$ cat src/rtl/uart_pkg.sv
// Shared UART definitions: arbiter state encoding, default parameters and
// the serial bit time used by the transmitter at the 50 MHz system clock.
package uart_pkg;

    typedef enum logic [0:0] {
        ST_IDLE = 1'b0,
        ST_XFER = 1'b1
    } arb_state_e;

    localparam int NUM_REQ_DEFAULT     = 32'd4;
    localparam int STALL_LIMIT_DEFAULT = 32'd1024;

    localparam int CLK_PERIOD_NS   = 32'd20;
    localparam int BIT_TIME_NS     = 32'd102000;
    localparam int BIT_TIME_CYCLES = BIT_TIME_NS / CLK_PERIOD_NS;

endpackage

$ cat src/rtl/uart_tx_arbiter_rr_pick.sv
// Round-robin selector: first asserted request at or after ptr_i, wrapping
// modulo N. Produces a one-hot winner and a flag that any request exists.
module rr_pick #(
    parameter int N  = 4,
    parameter int PW = (N > 1) ? $clog2(N) : 1
) (
    input  logic [N-1:0]  req_i,
    input  logic [PW-1:0] ptr_i,
    output logic [N-1:0]  win_o,
    output logic          valid_o
);

    logic [PW-1:0] idx_s;

    // Walk the requests starting at the pointer; the first hit masks the rest.
    always_comb begin
        win_o   = '0;
        valid_o = 1'b0;
        idx_s   = '0;
        for (int k = 0; k < N; k++) begin
            idx_s        = PW'((int'(ptr_i) + k) % N);
            win_o[idx_s] = req_i[idx_s] & ~valid_o;
            valid_o      = valid_o | req_i[idx_s];
        end
    end

endmodule

$ cat src/rtl/uart_tx_arbiter.sv
// Shares one UART transmitter among NUM_REQ byte streams. A requester owns
// the transmitter for a whole message (until req_last) and loses it early
// only if it stops offering bytes for STALL_LIMIT cycles. The byte path is a
// combinational pass-through so the owner sees no extra latency.
module uart_tx_arbiter
    import uart_pkg::*;
#(
    parameter int NUM_REQ     = NUM_REQ_DEFAULT,
    parameter int STALL_LIMIT = STALL_LIMIT_DEFAULT
) (
    input  logic                 clk50m,
    input  logic                 reset,
    input  logic [NUM_REQ-1:0]   req_valid,
    input  logic [8*NUM_REQ-1:0] req_data,
    input  logic [NUM_REQ-1:0]   req_last,
    output logic [NUM_REQ-1:0]   req_ready,
    output logic                 tx_valid,
    output logic [7:0]           tx_data,
    input  logic                 tx_ready,
    output logic [NUM_REQ-1:0]   grant,
    output logic                 stall_abort
);

    localparam int PW = (NUM_REQ > 1) ? $clog2(NUM_REQ) : 1;
    localparam int SW = (STALL_LIMIT > 1) ? $clog2(STALL_LIMIT) : 1;
    localparam logic [SW-1:0] STALL_MAX = SW'(STALL_LIMIT - 1);
    localparam logic [PW-1:0] LAST_IDX  = PW'(NUM_REQ - 1);

    arb_state_e         state_q;
    logic [NUM_REQ-1:0] grant_q;
    logic [PW-1:0]      gidx_q;
    logic [PW-1:0]      rr_ptr_q;
    logic [SW-1:0]      stall_cnt_q;
    logic               stall_abort_q;

    logic [7:0]         req_bytes_s [NUM_REQ];
    logic [NUM_REQ-1:0] pick_win_s;
    logic               pick_valid_s;
    logic [PW-1:0]      pick_idx_s;
    logic [PW-1:0]      next_ptr_s;
    logic               g_valid_s;
    logic               g_last_s;
    logic               fire_s;

    for (genvar i = 0; i < NUM_REQ; i++) begin : g_bytes
        assign req_bytes_s[i] = req_data[8*i +: 8];
    end

    rr_pick #(
        .N  (NUM_REQ),
        .PW (PW)
    ) u_rr_pick (
        .req_i   (req_valid),
        .ptr_i   (rr_ptr_q),
        .win_o   (pick_win_s),
        .valid_o (pick_valid_s)
    );

    // Encode the one-hot winner as an index for the data/valid muxes.
    always_comb begin
        pick_idx_s = '0;
        for (int i = 0; i < NUM_REQ; i++) begin
            pick_idx_s = pick_idx_s | (PW'(i) & {PW{pick_win_s[i]}});
        end
    end

    // Pointer to the requester after the current owner, wrapping to zero.
    always_comb begin
        if (gidx_q == LAST_IDX) begin
            next_ptr_s = '0;
        end else begin
            next_ptr_s = gidx_q + PW'(1);
        end
    end

    // Owner pass-through: valid/data to the UART, tx_ready back to the owner.
    always_comb begin
        g_valid_s = req_valid[gidx_q];
        g_last_s  = req_last[gidx_q];
        if (state_q == ST_XFER) begin
            tx_valid  = g_valid_s;
            tx_data   = req_bytes_s[gidx_q];
            req_ready = grant_q & {NUM_REQ{tx_ready}};
        end else begin
            tx_valid  = 1'b0;
            tx_data   = 8'h00;
            req_ready = '0;
        end
        fire_s = tx_valid & tx_ready;
    end

    assign grant       = grant_q;
    assign stall_abort = stall_abort_q;

    // Arbiter FSM: grant in IDLE, hold through the message, release on last or stall.
    always_ff @(posedge clk50m or posedge reset) begin
        if (reset) begin
            state_q       <= ST_IDLE;
            grant_q       <= '0;
            gidx_q        <= '0;
            rr_ptr_q      <= '0;
            stall_cnt_q   <= '0;
            stall_abort_q <= 1'b0;
        end else begin
            stall_abort_q <= 1'b0;
            case (state_q)
                ST_IDLE: begin
                    if (pick_valid_s) begin
                        state_q     <= ST_XFER;
                        grant_q     <= pick_win_s;
                        gidx_q      <= pick_idx_s;
                        stall_cnt_q <= '0;
                    end
                end
                ST_XFER: begin
                    if (fire_s) begin
                        stall_cnt_q <= '0;
                        if (g_last_s) begin
                            state_q  <= ST_IDLE;
                            grant_q  <= '0;
                            rr_ptr_q <= next_ptr_s;
                        end
                    end else if (!g_valid_s) begin
                        if (stall_cnt_q == STALL_MAX) begin
                            state_q       <= ST_IDLE;
                            grant_q       <= '0;
                            rr_ptr_q      <= next_ptr_s;
                            stall_cnt_q   <= '0;
                            stall_abort_q <= 1'b1;
                        end else begin
                            stall_cnt_q <= stall_cnt_q + SW'(1);
                        end
                    end
                end
                default: begin
                    state_q <= ST_IDLE;
                    grant_q <= '0;
                end
            endcase
        end
    end

endmodule

$ cat config.mk
export PLATFORM = sky130hd
export DESIGN_NAME = uart_tx_arbiter
export DESIGN_NICKNAME = d
export VERILOG_FILES = /design/src/rtl/uart_pkg.sv /design/src/rtl/uart_tx_arbiter_rr_pick.sv /design/src/rtl/uart_tx_arbiter.sv
export SDC_FILE = /design/constraint.sdc
export NUM_CORES = 1
export LEC_CHECK = 0
export ABC_AREA = 1
export CAP_MARGIN = 20
export CORE_MARGIN = 2
export CORE_UTILIZATION = 40
export CTS_CLUSTER_DIAMETER = 60
export DETAILED_ROUTE_END_ITERATION = 7
export HOLD_SLACK_MARGIN = 0.05
export PLACE_DENSITY = 0.75
export SYNTH_ARGS = -nofsm -noshare
export SYNTH_HDL_FRONTEND = slang
export SYNTH_SLANG_ARGS = --single-unit
$ cat constraint.sdc
create_clock -name clk50m -period 3.5 [get_ports clk50m]
set_input_delay 0.7 -clock clk50m [delete_from_list [all_inputs] [get_ports clk50m]]
set_output_delay 0.7 -clock clk50m [all_outputs]
set_load 0.05 [all_outputs]
# [After elaboration in Yosys (flattened, before gate mapping)]
# Cells that the tools add are included.
[classes] n_eq_ne=8 addsub=5 reduce_logical=9 magnitude_cmp=10 mux=55 n_bitwise=16
[op_table] operator="2-to-1 mux 10 bit" count=4
[op_table] operator="2-to-1 mux 4 bit" count=6
[op_table] operator="2-to-1 mux 8 bit" count=3
[op_table] operator="2-to-1 mux 1 bit" count=20
[op_table] operator="case mux 10 bit (2 select lines)" count=1
[op_table] operator="binary-select mux 8 bit (select 2 bit)" count=1
[op_table] operator="less-than comparator 2 x 3 -> 1 bit (second input constant)" count=5
[op_table] operator="binary-select mux 1 bit (select 2 bit)" count=6
[op_table] operator="bitwise mux 4 bit" count=3
[op_table] operator="adder 10 x 1 -> 10 bit (second input constant)" count=1
[op_table] operator="equality test 10 bit (second input constant)" count=1
[op_table] operator="2-to-1 mux 2 bit" count=5
[op_table] operator="bitwise AND 4 bit" count=2
[op_table] operator="demux 1 bit (select 2 bit)" count=4
[op_table] operator=">= comparator 2 x 1 -> 1 bit (second input constant)" count=4
[op_table] operator="case mux 4 bit (2 select lines)" count=1
[op_table] operator="AND reduction 4 bit" count=2
[op_table] operator="adder 2 x 1 -> 2 bit (second input constant)" count=2
[op_table] operator="adder 2 bit (second input constant)" count=2
[op_table] operator="bitwise AND 1 bit" count=4
[op_table] operator="logical AND 1 bit" count=4
[op_table] operator="!= test 2 bit (second input constant)" count=2
[op_table] operator="inverter 1 bit" count=4
[op_table] operator="AND reduction 2 bit" count=2
[op_table] operator="other kinds (12)" count=14
[word_totals] out_inout_bits=18 elab_cells=109 ff_bits=20

# [Longest topological paths before layout]
# Gate-level depths: netlist (run 1).
[depth] depth_word=10 ltp_mapped=13

# [Modules after synthesis]
# Synthesis (run 1) repeated with hierarchy kept, for this count alone.
[unflattened] hier_cells=325 area_unflattened_um2=2044.5
[modules_own_cells] module="uart_tx_arbiter" area_each_um2=1595.3 cells_per_inst=243 instances=1
[modules_own_cells] module="rr_pick" area_each_um2=449.2 cells_per_inst=82 instances=1

# [Least setup slack after synthesis (run 1)]
# No wires, ideal clock.
[synth_path] path_kind="reg-to-output" from="register gidx_q[0]" to="output tx_data[6]" path_slack_ns=0.884 arrival_time_ns=1.916 path_stages_with_launch=7 t_required_ns=2.800 path_cell_list="dfrtp_1 clkbuf_1 buf_2 nor2_1 nor2_1 o21ai_0 a21oi_1"
[synth_via] elab_chain_cells=5
[synth_lines] element="from (decl)" line="uart_tx_arbiter.sv:31" text="logic [PW-1:0] gidx_q;"
[synth_lines] element="from (signal assigned)" line="uart_tx_arbiter.sv:111" text="gidx_q <= pick_idx_s;"
[synth_lines] element="inverter 2 -> 3 bit (implied by the code)" line="uart_tx_arbiter.sv:82" text="tx_data = req_bytes_s[gidx_q];"
[synth_lines] element="binary-select mux 8 bit (select 2 bit)" line="uart_tx_arbiter.sv:82"
[synth_lines] element="2-to-1 mux 8 bit (implied by the code) (2 in a row)" line="uart_tx_arbiter.sv:82"
[synth_lines] element="2-to-1 mux 8 bit" line="uart_tx_arbiter.sv:80" text="if (state_q == ST_XFER) begin"
[synth_lines] element="to (decl)" line="uart_tx_arbiter.sv:18" text="output logic [7:0] tx_data,"
# Every way passes these cells. The select of a mux whose other input is x is not followed.

# [Worst setup path after layout (run 1)]
[layout_path] from="register gidx_q[0]" to="output tx_data[7]"
# The elaborated chain is that of the path after synthesis.

==> results of run 1 <==
-- worst max-delay path by stage --
| stage | from | endpoint |
|---|---|---|
| after floorplan | gidx_q[0] | tx_data[6] |
| final | gidx_q[0] | tx_data[7] |
| after global placement | req_data[6] | tx_data[6] |
| after global routing | gidx_q[0] | tx_data[4] |
| after CTS | gidx_q[0] | tx_data[7] |
| after detailed placement | req_data[7] | tx_data[7] |
-- through the flow --
step / cell area, um^2 / total power [W]
floorplan: 1957 / 0.001659
global placement: 2592 / 0.002046
detailed placement: 2592 / 0.002069
CTS: 2634 / 0.002222
global route: 2634 / 0.002407
finish: 2634 / 0.002216
-- power breakdown --
| part | total, W | leakage [nW] | switching, W | internal, W |
|---|---|---|---|---|
| sequential | 0.000416 | 0.262 | 0.000124 | 0.000292 |
| combinational | 0.00165 | 0.945 | 0.00110 | 0.000550 |
| clock | 0.000149 | 0.0216 | 0.0000722 | 0.0000766 |
| total | 0.00222 | 1.23 | 0.00130 | 0.000918 |
-- logic make-up after synthesis --
logic type      Yosys count  share of synthesized area (%)
buf+inv                  36                          7.736
simple gates            199                          47.12
compound gates           42                          12.02
flops                    20                          25.58
xor+xnor                  4                          1.790
fa+ha+maj                 9                          5.755
-- worst min-delay path, delay by kind of cell, from the launching register on --
kind,cells,cell delay [ns]
simple gates,2,0.10
flops,1,0.37
-- flip-flops by register name (all words and copies together), names as in the netlist --
signal and cells:
grant 4, gidx_q 2, stall_abort 1, stall_cnt_q 10, state_q 1, rr_ptr_q 2
-- routing by layer --
metal  global-route usage [%]  vias to the layer above
li1                         -                     1117
met1                    25.97                      946
met2                    30.26                       85
met3                    3.117                        9
met4                    5.051                        0
met5                        0                        -
-- cells in the final DEF, fill, tap and decap left out, drive strengths merged, types with 2 or more instances in the layout --
master / n
ha: 9
nor3: 10
a21oi: 14
nor2: 49
clkdlybuf4s50: 59
dfrtp: 20
nand3: 36
xor2: 4
buf: 2
inv: 26
o21ai: 27
clkbuf: 3
nand4: 7
nand2: 95
-- final cells by class --
cell class	count	area, um^2	area share [%]
clock buffer	3	41.29	1.568
tap	67	83.83	3.183
timing repair buffer	61	605.6	22.99
multi-input combinational	254	1305	49.55
sequential	20	500.5	19.00
inverter	26	97.59	3.705
==> out/results.ini, run 1 <==
[setup_path]
path_max_fanout = 25
r2r_start = gidx_q[0]
worstRegToRegCells = 9
slowest_stage = dfrtp_1
worstSetupPathType = flop to output port
critPathCaptureType = output port
critPathBufInv = 2
cp.depth = 4
cp_top_family = buffers and inverters
cp-start-kind = flop
worst-r2r-setup-slack_ns = 1.15
arrival_ns = 2.48
r2r-end = rr_ptr_q[0]
crit_chain = inv_2 -> o21ai_0 -> a21oi_1 -> clkdlybuf4s50_1
worstPathRequired_ns = 2.80
max_stage_delay_ns = 0.84

[clock_tree]
insertion_delay_ns = 0.26
clk_pin_slew_worst_paths_ns = 0.07
clockRootBuffer = clkbuf_8
cts_tree = done
cts_inserted_buffers = 3
cts_num_sinks = 20
htree_levels = 1
clockBufferDepth = 2
cts_setup_buffers = 0
ctsHoldBuffers = 0
cts_resized = 0

[detailed_routing]
final_antenna_net_count = 0
vias = 2157
routed_via_density = 5.005
wl_met2_mm = 2.139
drt_first_iter_violations = 148
drc_errors = 0
drtPass1Iterations = 4
top_layer = met4
dr_wl_met3_um = 346
met1_length_mm = 2.348
wl_mm = 4.912
wl_per_cell_um = 11.40

[die]
fp-row-count = 25
die_height_um = 73.95
core_area_um2 = 4723
start_util_pct = 41.43
die_area_um2 = 5468
die_x_um = 73.95
io_pins = 61

[finish]
area_growth_pct = 34.59
drive_gt1_share_pct = 8.242
filler_cell_count = 443
final_cells = 431
nNetsFinal = 418
final_core_util_pct = 55.76
diodes = 0

[sta]
rsz0062_at_grt = no
worst_slew_pin_slew_ns = 0.7660
relSlewSlack_pct = 48.88
setup_viol = 0
finalMaxSlewViolations = 0
clock.fmax_ghz = 0.3144
min_period_ns = 3.180
finalHoldViolations = 0
hold_ws_ns = 0.5002
setup_ws_ns = 0.3198
min_period_over_period_pct = 90.86
tns_ns = 0
finClkSkew_ns = 0.003420

[global_routing]
grt_pass1_wl_mm = 8.438
antenna_found_initial = 0
track_usage_pct = 18.71
grt_pass1_vias = 1996
grt_max_degree = 26
overflow = 0

[yosys]
synth_common_cells = 85 x nand2_1, 48 x nor2_1, 30 x nand3_1, 24 x inv_1, 22 x o21ai_0
synth_ff_type = dfrtp_1
yosysUniqueCellTypes = 28
synth_area_leaders = dfrtp_1 26%, nand2_1 16%, nor2_1 9.2%, nand3_1 7.7%, ha_1 5.8%
yosysMostFrequentCell = nand2_1
seq_area_frac_synth_pct = 25.58
synth_nets = 362
postSynthAreaPerCell_um2 = 6.313
synth-async-reset-ratio_pct = 100.0
yosys_warnings = 0
netlist_instances = 310
yosysTopAreaCell = dfrtp_1
netlist.area_leader.share_pct = 25.58
synth_edf_count = 0
synth-seq-cells = 20
netlist_area_um2 = 1957

[min_path]
holdCritPathClass = flop to flop
min_from = grant[0]
whs_path_depth = 2
min_to = grant[0]

[power]
cellPowerDensity_nw_per_um2 = 841.5
vdd_drop_max_mv = 0.5797
leakage_nw = 1.229

[placed_design]
dp_hpwl_mm = 3.669
placed_cells = 428
gp_congestion = 0.9238
io_buffers = 60
place_ws_ns = 0.4065

[flow_run]
drv_cap = 0

[outcome]
outcome = finished clean

Power figures use the tool's default switching activity.
==> inputs of run 2 (changes only) <==
--- a/config.mk
+++ b/config.mk
@@ -6,9 +6,10 @@
 export NUM_CORES = 1
 export LEC_CHECK = 0
 export ABC_AREA = 1
-export CAP_MARGIN = 20
+export CAP_MARGIN = 10
 export CORE_MARGIN = 2
 export CORE_UTILIZATION = 40
+export CTS_BUF_LIST = sky130_fd_sc_hd__clkbuf_4
 export CTS_CLUSTER_DIAMETER = 60
 export DETAILED_ROUTE_END_ITERATION = 7
 export HOLD_SLACK_MARGIN = 0.05
==> run 2 against run 1 <==
First-iteration DRC count decreased by 26%. Critical path type unchanged. Clock skew decreased by 0.00085 ns. Sequential power about the same. Clock power decreased by 29%. Global-route usage decreased by 0.27 points. Routed wire length decreased by 2.0%. Count of clock-buffer cells in the layout unchanged. Sequential cell count unchanged. Register-to-register slack about the same. Largest cell class unchanged. Setup slack got worse by 0.046 ns. Combinational power about the same.
==> out/results.ini, run 2 (synthesized netlist as in run 1, its figures left out) <==
[setup_path]
worstPathRequired_ns = 2.80  ; about the same
critPathCaptureType = output port
r2r-end = rr_ptr_q[0]
cp-start-kind = flop
worstRegToRegCells = 9  ; unchanged
arrival_ns = 2.53  ; +0.05 ns
worst-r2r-setup-slack_ns = 1.14  ; about the same
path_max_fanout = 25  ; unchanged
worstSetupPathType = flop to output port
r2r_start = gidx_q[0]

[clock_tree]
clockRootBuffer = clkbuf_4
cts_num_sinks = 20  ; unchanged
cts_tree = done
clk_pin_slew_worst_paths_ns = 0.10  ; +0.03 ns
cts_resized = 0  ; unchanged
cts_inserted_buffers = 3  ; unchanged
clockBufferDepth = 2  ; unchanged
cts_setup_buffers = 0  ; unchanged
ctsHoldBuffers = 0  ; unchanged
htree_levels = 1  ; unchanged
insertion_delay_ns = 0.30  ; +0.04 ns

[min_path]
holdCritPathClass = flop to flop
min_from = grant[0]
min_to = grant[0]
whs_path_depth = 2  ; unchanged

[detailed_routing]
vias = 2134  ; -1.1%
drc_errors = 0  ; unchanged
met1_length_mm = 2.364  ; +0.68%
dr_wl_met3_um = 319  ; -7.8%
routed_via_density = 4.951  ; -1.1%
wl_mm = 4.814  ; -2.0%
wl_per_cell_um = 11.17  ; -2.0%
drtPass1Iterations = 6  ; +2
final_antenna_net_count = 0  ; unchanged
top_layer = met4
wl_met2_mm = 2.091  ; -2.2%
drt_first_iter_violations = 110  ; -26%

[die]
die_height_um = 73.95  ; unchanged
die_area_um2 = 5468  ; unchanged
fp-row-count = 25  ; unchanged
die_x_um = 73.95  ; unchanged
core_area_um2 = 4723  ; unchanged
start_util_pct = 41.43  ; unchanged
io_pins = 61  ; unchanged

[power]
leakage_nw = 1.221  ; -0.63%
combPwrFrac_pct = 76.0  ; +1.5 points
clkPwrFrac_pct = 4.9  ; -1.8 points
seqPwrFrac_pct = 19.1  ; +0.3 points
cellPowerDensity_nw_per_um2 = 830.8  ; -1.3%
total_power_w = 0.002173  ; -2.0%
p_int_w = 0.0008814  ; -4.0%
switching_share_pct = 59.43  ; +0.85 points
switchingPower_w = 0.001291  ; -0.55%
vdd_drop_max_mv = 0.5790  ; -0.13%

[finish]
final_core_util_pct = 55.36  ; -0.40 points
filler_cell_count = 446  ; +0.68%
top_register = stall_cnt_q
nNetsFinal = 418  ; unchanged
area_growth_pct = 33.63
final_cell_mix = 85 x nand2_1, 59 x clkdlybuf4s50_1, 48 x nor2_1
diodes = 0  ; unchanged
largest_register_ffs = 10  ; unchanged
drive_gt1_share_pct = 8.242  ; unchanged
final_cells = 431  ; unchanged
layout_commonest_cell = nand2_1

[placed_design]
dp_hpwl_mm = 3.669  ; unchanged
io_buffers = 60  ; unchanged
place_ws_ns = 0.4065  ; unchanged
gp_congestion = 0.9238  ; unchanged
placed_cells = 428  ; unchanged

[global_routing]
overflow = 0  ; unchanged
grt_pass1_wl_mm = 8.342  ; -1.1%
grt_max_degree = 26  ; unchanged
antenna_found_initial = 0  ; unchanged
track_usage_pct = 18.44  ; -0.27 points
grt_pass1_vias = 1967  ; -1.5%

[sta]
worst_slew_pin_slew_ns = 0.7634  ; -0.002593 ns
min_period_ns = 3.226  ; +0.04593 ns
setup_ws_ns = 0.2739  ; -0.04593 ns
rsz0062_at_grt = no
finClkSkew_ns = 0.002572  ; -0.0008487 ns
relSlewSlack_pct = 49.11  ; +0.23 points
finalHoldViolations = 0  ; unchanged
clock.fmax_ghz = 0.3100  ; -1.4%
min_period_over_period_pct = 92.18  ; +1.3 points
setup_viol = 0  ; unchanged
tns_ns = 0  ; unchanged
finalMaxSlewViolations = 0  ; unchanged

[outcome]
outcome = finished clean

[flow_run]
drv_cap = 0  ; unchanged

-- run 2: cell counts in the layout (fill, tap and decap cells not counted) --
Identical to the previous run, type by type.
-- run 2: metrics by stage --
| step | hold WS [ns] | area, um^2 |
|---|---|---|
| floorplan | 0.5358 | 1957 |
| global placement | 0.4851 | 2592 |
| detailed placement | 0.4908 | 2592 |
| CTS | 0.5162 | 2615 |
| global route | 0.5553 | 2615 |
| finish | 0.5094 | 2615 |
-- run 2: cell type report --
cell class	count	area [um^2]	area share, %
flip-flops and latches	20	500.5	19.14
multi-input cells	254	1305	49.90
inverters	26	97.59	3.732
well taps	67	83.83	3.206
repair buffers	61	605.6	23.16
clock buffers	3	22.52	0.8612
-- run 2: power by group through the flow --
stage / clock, W / sequential, W / combinational, W
after floorplan: 0 / 0.000415 / 0.00124
after global placement: 0 / 0.000418 / 0.00163
after detailed placement: 0 / 0.000420 / 0.00165
after CTS: 0.000114 / 0.000415 / 0.00165
after global routing: 0.000122 / 0.000430 / 0.00182
final: 0.000106 / 0.000416 / 0.00165
-- run 2: how the worst max path moves through the flow --
stage | startpoint | to | slack, ns | cells after the start
global route | gidx_q[0] | tx_data[4] | 0.09 | 4
finish | gidx_q[0] | tx_data[7] | 0.27 | 4
CTS | gidx_q[0] | tx_data[7] | 0.26 | 4
global placement | req_data[6] | tx_data[6] | 0.42 | 6
detailed placement | req_data[7] | tx_data[7] | 0.41 | 6
floorplan | gidx_q[0] | tx_data[6] | 0.88 | 6
-- run 2: routing by layer --
metal  vias up  GRT usage [%]
li1       1122              -
met1       933          25.82
met2        75          30.36
met3         4          2.710
met4         0          3.838
met5         -              0
-- run 2: critical path: stages (launching register included) --
cell	delay (ns)
dfrtp_1	0.85
inv_2	0.28
o21ai_0	0.25
a21oi_1	0.09
clkdlybuf4s50_1	0.74
==> variant, RTL diff (config.mk and constraints of run 1) <==
Change the package constant `NUM_REQ_DEFAULT` from 32'd4 to 32'd2.
--- a/src/rtl/uart_pkg.sv
+++ b/src/rtl/uart_pkg.sv
@@ -9,3 +9,3 @@
 
-    localparam int NUM_REQ_DEFAULT     = 32'd4;
+    localparam int NUM_REQ_DEFAULT     = 32'd2;
     localparam int STALL_LIMIT_DEFAULT = 32'd1024;
Interface: changed (5 resized); port bits go from 61 to 37. The function was not compared with the original's and may differ.
==> variant against run 1 <==
- worst setup slack improved by 0.053 ns
- utilization rose by 1.0 points
- wire length is 43% lower
- first-iteration DRC count is 67% lower
- final cell count is 44% lower
- critical endpoint is now tx_valid
- sequential cell count fell by 4
- clock power is 13% lower
- critical path type is now primary input to primary output
- clock skew is 0.0037 ns higher
- synthesized area is 40% lower
- power fell by 48%
- final area decreased by 41%
==> variant: results (changes against run 1) <==
| Metric | Value |
|---|---|
| Status | `finished, final reports clean (unchanged)` |
| Drt wl/cell | `11.5 um (was 11.4 um)` |
| Pleak | `0.000793 uW (was 0.00123 uW)` |
| Fillcell total | `273 (was 443)` |
| Multi-input logic cell count | `130 (was 254)` |
| CP max-delay cell | `clkdlybuf4s50_1 (was dfrtp_1)` |
| Pwr Total | `1140 uW (was 2220 uW)` |
| Clock network area share | `0.0232 (was 0.0157)` |
| Skew final | `0.00712 ns (was 0.00342 ns)` |
| Clock buf count | `4 (was 3)` |
| Gpl congestion | `0.887 (was 0.924)` |
| Layout cells sized above 1 | `0.108 (was 0.0824)` |
| First-pass GRT wire length | `5.03 mm (was 8.44 mm)` |
| Peak supply drop | `0.000573 V (was 0.000580 V)` |
| Post-Synth XOR/XNOR Area | `0 (was 0.0179)` |
| Post-synthesis adder-cell area fraction | `0.0107 (was 0.0575)` |
| Area of the multi-input gates | `633 um^2 (was 1310 um^2)` |
| Dpl hpwl | `2.12 mm (was 3.67 mm)` |
| Initial drt markers | `49 (was 148)` |
| Seq area share | `0.256 (was 0.190)` |
| Vias per cell | `4.87 (was 5.00)` |
| Crit-path max FO | `5 (was 25)` |
| Vias in the first global route | `1,204 (was 1,996)` |
| DP Area | `1530 um^2 (was 2590 um^2)` |
| Mean post-synth cell area | `6.63 um^2 (was 6.31 um^2)` |
-- variant: changes by cell type after synthesis, moves of 7 or more --
cell and delta:
a21oi_1 -14, nor3_1 -7, nand3_1 -17, nor2_1 -19, o21ai_0 -8, ha_1 -8
nand2_1 -39
-- variant: final timing paths --
path,from,endpoint,slack [ns],cells after the start
setup / recovery,req_valid[1],tx_valid,0.37,6
hold / removal,grant[1],grant[1],0.52,2
setup reg to reg,state_q,stall_cnt_q[8],1.75,7
hold reg to reg,grant[1],grant[1],0.52,2
max in group asynchronous,reset,stall_cnt_q[6],2.31,2
min in group asynchronous,reset,stall_cnt_q[8],0.77,2
-- variant: metal layers --
metal | GRT usage | share of wire | wire length, um | vias up
met5 | 0 | 0 | 0 | -
met4 | 0.0897 | 0.025 | 70 | 0
met3 | 0.0335 | 0.035 | 98 | 8
met2 | 0.326 | 0.48 | 1350 | 26
met1 | 0.239 | 0.46 | 1280 | 525
li1 | - | - | - | 625
